<file path="src/rtl/fifo_arb_pkg.sv">
// Shared types and defaults for the two-requester FIFO write arbiter.
// Holds the FSM state encoding, the grant_id encodings and the default widths.
package fifo_arb_pkg;

  localparam int DATA_W_DEF    = 128;
  localparam int MAX_BURST_DEF = 4;

  typedef enum logic [1:0] {
    IDLE = 2'd0,
    GNT0 = 2'd1,
    GNT1 = 2'd2
  } state_t;

  localparam logic [1:0] GID_NONE = 2'd0;
  localparam logic [1:0] GID_REQ0 = 2'd1;
  localparam logic [1:0] GID_REQ1 = 2'd2;

  function automatic logic [1:0] gid_of(state_t s);
    case (s)
      GNT0:    return GID_REQ0;
      GNT1:    return GID_REQ1;
      default: return GID_NONE;
    endcase
  endfunction

endpackage

</file>
<file path="src/rtl/arb_rr2.sv">
// Two-way round-robin pick: on a tie, the requester not served last wins.
// rr_last = 0 means requester 0 was served last, 1 means requester 1.
module arb_rr2 (
  input  logic valid0,
  input  logic valid1,
  input  logic rr_last,
  output logic pick_valid,
  output logic pick_sel
);

  assign pick_valid = valid0 | valid1;
  assign pick_sel   = valid1 & (~valid0 | ~rr_last);

endmodule

</file>
<file path="src/rtl/fifo_wr_arbiter.sv">
// Arbitrates two bursting write requesters onto a single FIFO write port.
// Zero-latency data path; grants last up to MAX_BURST beats or until the owner drops valid.
module fifo_wr_arbiter
  import fifo_arb_pkg::*;
#(
  parameter int DATA_W    = DATA_W_DEF,
  parameter int MAX_BURST = MAX_BURST_DEF,
  parameter int CNT_W     = 16
) (
  input  logic              clk,
  input  logic              rst,
  input  logic              req0_valid,
  input  logic              req1_valid,
  input  logic [DATA_W-1:0] req0_data,
  input  logic [DATA_W-1:0] req1_data,
  output logic              req0_ready,
  output logic              req1_ready,
  input  logic              o_full,
  output logic              i_wren,
  output logic [DATA_W-1:0] i_wrdata,
  output logic [1:0]        grant_id,
  output logic [CNT_W-1:0]  beats0,
  output logic [CNT_W-1:0]  beats1
);

  localparam logic [7:0] BURST_LAST = 8'(MAX_BURST - 1);

  state_t     state, next_state;
  logic [7:0] burst_cnt;
  logic       rr_last, rr_next;
  logic       pick_valid, pick_sel;

  logic in_grant, cur_valid, beat, release_g, last_beat, grant_end, served;

  assign in_grant  = (state != IDLE);
  assign cur_valid = (state == GNT1) ? req1_valid : req0_valid;
  assign beat      = in_grant & cur_valid & ~o_full;
  // Release wins over a stalled FIFO: a dropped valid ends the grant even when full.
  assign release_g = in_grant & ~cur_valid;
  assign last_beat = beat & (burst_cnt == BURST_LAST);
  assign grant_end = release_g | last_beat;
  assign served    = beat | (burst_cnt != 8'd0);

  assign req0_ready = (state == GNT0) & ~o_full & ~rst;
  assign req1_ready = (state == GNT1) & ~o_full & ~rst;
  assign i_wren     = beat & ~rst;
  assign i_wrdata   = i_wren ? ((state == GNT1) ? req1_data : req0_data) : '0;

  // The pointer seen by the picker already reflects the grant being closed,
  // so back-to-back ties alternate without an idle cycle.
  always_comb begin
    rr_next = rr_last;
    if (grant_end && served) rr_next = (state == GNT1);
  end

  arb_rr2 u_rr (
    .valid0    (req0_valid),
    .valid1    (req1_valid),
    .rr_last   (rr_next),
    .pick_valid(pick_valid),
    .pick_sel  (pick_sel)
  );

  // NOTE: every output of a combinational block gets a default first, so no path leaves it unassigned and infers a latch.
  always_comb begin
    next_state = state;
    if (state == IDLE || grant_end) begin
      if (pick_valid) next_state = pick_sel ? GNT1 : GNT0;
      else            next_state = IDLE;
    end
  end

  // NOTE: sequential state uses non-blocking assignments so every flop samples pre-edge values.
  always_ff @(posedge clk or posedge rst) begin
    if (rst) begin
      state     <= IDLE;
      grant_id  <= GID_NONE;
      rr_last   <= 1'b1;
      burst_cnt <= 8'd0;
      beats0    <= '0;
      beats1    <= '0;
    end else begin
      state    <= next_state;
      grant_id <= gid_of(next_state);
      rr_last  <= rr_next;
      if (state == IDLE || grant_end) burst_cnt <= 8'd0;
      else if (beat)                  burst_cnt <= burst_cnt + 8'd1;
      if (beat && state == GNT0) beats0 <= beats0 + 1'b1;
      if (beat && state == GNT1) beats1 <= beats1 + 1'b1;
    end
  end

endmodule

</file>
<file path="config.mk">
export PLATFORM = sky130hd
export DESIGN_NAME = fifo_wr_arbiter
export DESIGN_NICKNAME = d
export VERILOG_FILES = /design/src/rtl/fifo_arb_pkg.sv /design/src/rtl/arb_rr2.sv /design/src/rtl/fifo_wr_arbiter.sv
export SDC_FILE = /design/constraint.sdc
export NUM_CORES = 1
export LEC_CHECK = 0
export CAP_MARGIN = 20
export CORE_AREA = 2 2 164 166
export CTS_CLUSTER_DIAMETER = 150
export DETAILED_ROUTE_END_ITERATION = 7
export DIE_AREA = 0 0 166 168
export SYNTH_ARGS = -nofsm -noshare
export SYNTH_HDL_FRONTEND = slang
export SYNTH_SLANG_ARGS = --single-unit
</file>
<file path="constraint.sdc">
create_clock -name clk -period 4.95 [get_ports clk]
set_clock_uncertainty 0.05 [all_clocks]
set_input_delay 0.7425 -clock clk [delete_from_list [all_inputs] [get_ports clk]]
set_output_delay 0.7425 -clock clk [all_outputs]
set_load 0.01 [all_outputs]
</file>
Yosys cells after proc, flatten, opt, wreduce, memory -nomap -nowiden --
Index checks and enable logic that the tools add are counted. W data, S select, Z words.
Storage, ports and cells: register bits 45, input bits 261, output and inout bits 165, word-level logic and storage cells 51
Operators by class: add/sub/neg operators 3, equality and inequality tests 5, mux-type cells 10, bitwise gates (word level) 19, reductions and logical operators 8
Operator list (count):
- $mux W128 | 2
- $add A16 B1 Y16 const B | 2
- $mux W8 | 2
- $and A1 B1 Y1 | 10
- $add A8 B1 Y8 const B | 1
- $eq A8 B2 Y1 const B | 1
- $reduce_bool A8 Y1 | 1
- $mux W2 | 3
- $not A1 Y1 | 5
- $eq A2 B1 Y1 const B | 2
- $eq A2 B2 Y1 const B | 2
- $or A1 B1 Y1 | 4
- $pmux W2 S2 | 1
- $reduce_bool A2 Y1 | 2
- $logic_and A1 B1 Y1 | 3
- $logic_not A2 Y1 | 1
- $mux W1 | 2
- $logic_or A1 B1 Y1 | 1

Logic depth before layout (Yosys ltp) --
word-level depth 16, mapped depth 8, depth with buffers taken out 7

Modules after synthesis --
A second synthesis with hierarchy kept.
Unflattened totals: cells, all modules 631, area total of the unflattened synthesis 3970.1 sq um
By module, submodules not included:
- fifo_wr_arbiter | times used 1, cells an instance 629, area an instance 3956.3 sq um, seq. area each 1127.3 sq um
- arb_rr2 | times used 1, cells an instance 2, area an instance 13.8 sq um, seq. area each 0.0 sq um

Worst setup path before layout --
Ideal clock, no wire load.
path kind input -> output, from input port rst, to output port i_wrdata[100], arrival time 2388 ps, required time 4158 ps, setup slack 1769 ps, stages on the path 5, cells stage by stage inv_1 nand2_4 buf_12 buf_6 a21oi_1
On the way: word-level cells in the longest chain between the ends 3
Ends and longest elaborated chain:
- start, declared | line fifo_wr_arbiter.sv:11 | input logic rst,
- $not A1 Y1 | line fifo_wr_arbiter.sv:46 | assign i_wren = beat & ~rst;
- $and A1 B1 Y1 | line fifo_wr_arbiter.sv:46
- $mux W128 | line fifo_wr_arbiter.sv:47 | assign i_wrdata = i_wren ? ((state == GNT1) ? req1_data : req0_data) : '0;
- end, declared | line fifo_wr_arbiter.sv:20 | output logic [DATA_W-1:0] i_wrdata,
No other way between the ends.

Final worst setup path --
from input port o_full, to output port i_wrdata[102]
On the way: word-level cells in the longest chain between the ends 4
Ends and longest elaborated chain:
- start, declared | line fifo_wr_arbiter.sv:18 | input logic o_full,
- $not A1 Y1 | line fifo_wr_arbiter.sv:37 | assign beat = in_grant & cur_valid & ~o_full;
- $and A1 B1 Y1 | line fifo_wr_arbiter.sv:37
- $and A1 B1 Y1 | line fifo_wr_arbiter.sv:46
- $mux W128 | line fifo_wr_arbiter.sv:47
No other way between the ends.

==> impl_results.md <==
- Status: complete, no violations
- CTS buffer count: 5
- Most common cell after layout, fill and taps aside: clkdlybuf4s50_1
- VDD IR max: 0.153 mV
- Vias per cell: 4.23
- Max_cap viols: 0
- R2r worst-path depth: 6
- Width of the chip: between 150 and 200 µm
- RD Place Congestion: 0.802
- Post-CTS Hold Buffers: 0
- Relative slew slack: 0.380
- CTS H-tree depth: 2
- RSZ-0062 raised after global routing: false
- DRC: 0
- Max Freq: 235 MHz
- Internal reg-to-reg setup slack: 2.50 ns
- Via count: ~5.8k
- Worst-Skew Late Latency: 0.29 ns
- Worst hold path class: reg2reg
- I/O pin count: between 400 and 500
- Root buffer cell: clkbuf_16
- Final min period: 4.25 ns
- Hold endpoint: beats1[15]
- Ant diodes: 0
- Nets: roughly 1.3k
- WL final: 21100 µm
- Mapped Nets: 890
- Slew @ Worst Pin: 0.930 ns
- CP Launch Type: primary input
- Hold_sp: beats1[15]
- CP max FO: 24
- Worst endpoint required time: around 4.2 ns
- Crit path capture type: primary output
- Hold Fails Final Rpt: 0
- Ys async rst share: 1.00
- CTS tree: yes
- CORE AREA: between 20000 and 30000 µm²
- Fin util: 0.330
- Flops & latches, synth: between 40 and 50
- Max clock buf depth: 2
- DRT iter0 DRCs: 280
- Sequential fraction of the synthesis area: 0.276
- Post-CTS resize count: 0
- Reg-to-reg critical path startpoint: state[0]
- Average wire per standard cell: approximately 15 µm
- Most frequent cells in the layout: clkdlybuf4s50_1 (425), nand2_1 (274), a21oi_1 (121)
- Number of library cell types mapped by synthesis: 42
- Row Count: 60
- Gr usage total: 0.139
- Worst flop-to-flop path endpoint: state[0]
- Synth area leaders: dfrtp_1 (27%), nand2_1 (25%), a21oi_1 (15%)
- Initial antenna violation count: 3
- # port buffers: 425
- Share of layout cells above drive strength 1: 0.0372
- Synth Area per Inst: between 6 and 7 µm²
- Die height: about 170 µm
- Leakage power: ~0.0035 µW
- Area grow syn2layout: 113%
- Post-Syn Area: ~4100 µm²
- Clk sink count: 45
- Die ar.: between 20000 and 30000 µm²
- CP Data Arrival Time: between 3 and 4 ns
- Yosys top cell area share: 0.270
- Starting density of the core: 0.155
- Final Max Slew Viols: 0
- Grt ovf: 0
- HPWL Detailed: 16900 µm
- Worst-path clk slew: 0.07 ns
- Crit share post-route: 0.860
- WS Path Type: in2out
- Top_reg_cell synth: dfrtp_1
- Syn Inst Count: around 630
- WHS Path Cells: 1
- Number of global-route vias before repair: between 5k and 6k
- Pwr dens: about 200 nW/µm²
- EDFF count, synth: 0
- Post-route ant nets: 0
- Drt pass-1 iters: 4
- Largest net degree at the start of global routing: 86
- Synth warnings: 0
- Final Setup Violations: 0
- First-pass GRT wire length: a little over 30000 µm
- Total setup buffers inserted after CTS: 0
- Leading area contributor after synthesis: dfrtp_1
- Setup TNS: 0 ns
## registers in the layout (all words and copies together), names as in the netlist
signal     flops
beats0        16
rr_last        1
burst_cnt      8
state          2
grant_id       2
beats1        16
## critical path, cell delays in order
cell	delay [ns]
clkdlybuf4s50_1	0.53
and4bb_1	0.32
buf_4	0.17
or2_1	0.29
nand2_4	0.22
buf_4	0.28
a21oi_1	0.29
clkdlybuf4s50_1	0.60
## worst max-delay path by stage
stage / start / endpoint / slack, ns / depth (start not counted)
global route: o_full / i_wrdata[102] / 0.54 / 8
finish: o_full / i_wrdata[102] / 0.70 / 8
global placement: o_full / i_wrdata[102] / 0.76 / 8
CTS: o_full / i_wrdata[102] / 0.70 / 8
detailed placement: o_full / i_wrdata[102] / 0.71 / 8
floorplan: rst / i_wrdata[100] / 1.77 / 5
## where the power goes
part	total (µW)	internal, µW	switching (µW)	leakage [µW]
Combinational	975	483	492	0.00282
Clock	329	187	142	0.0000631
Sequential	471	414	57.7	0.000602
Total	1780	1080	692	0.00349
## stage by stage
| step | setup WS, ns | power [µW] | hold slack, ns | instances | instance area (µm²) |
|---|---|---|---|---|---|
| 2_1_floorplan | 1.77 | 945 | 0.454 | 625 | 4080 |
| 3_3_place_gp | 0.756 | 1460 | 0.406 | 1355 | 8560 |
| 3_5_place_dp | 0.706 | 1460 | 0.407 | 1355 | 8560 |
| 4_1_cts | 0.696 | 1800 | 0.420 | 1363 | 8700 |
| 5_1_grt | 0.536 | 1910 | 0.437 | 1363 | 8700 |
| 6_report | 0.695 | 1780 | 0.416 | 1363 | 8700 |
## layout make-up
class	count	area, µm²
multi-input cells	525	2630
well taps	341	427
repair buffers	435	4340
flip-flops and latches	45	1130
clock inverters	2	15.0
inverters	9	33.8
clock buffers	6	129
fillers	2773	17600
## synth_stat cells (2+ instances only)
master and count:
nand2_1 275, ha_1 4, xnor2_1 24, a21oi_2 10
nor2_1 16, o211ai_1 2, and3_1 9, and4_1 4
a21oi_1 121, dfrtp_1 44, nand3_2 2, clkbuf_1 26
nor2b_1 3, xor2_1 13, buf_6 13, or2_1 2
nor3_1 3, inv_1 9, nand3_1 11, nand4_1 8
buf_2 5
## cells by family (layout without fill, tap and decap cells)
family / Yosys count / in the layout / share of synthesized area
DFF: 45 / 45 / 0.276
AOI/OAI and AO/OA: 138 / 138 / 0.185
xor gates and xnor gates: 37 / 37 / 0.0795
and+or+nand+nor: 344 / 344 / 0.359
buffers and inverters: 55 / 452 / 0.0828
muxes: 2 / 2 / 0.00522
adders and majority gates: 4 / 4 / 0.0123
## per-layer routing
metal	track usage	share of wire	vias up
li1	-	-	2834
met1	0.180	0.44	2624
met2	0.237	0.47	291
met3	0.0348	0.079	18
met4	0.0208	0.011	2
met5	0	0.00057	-
Power figures use the tool's default switching activity.
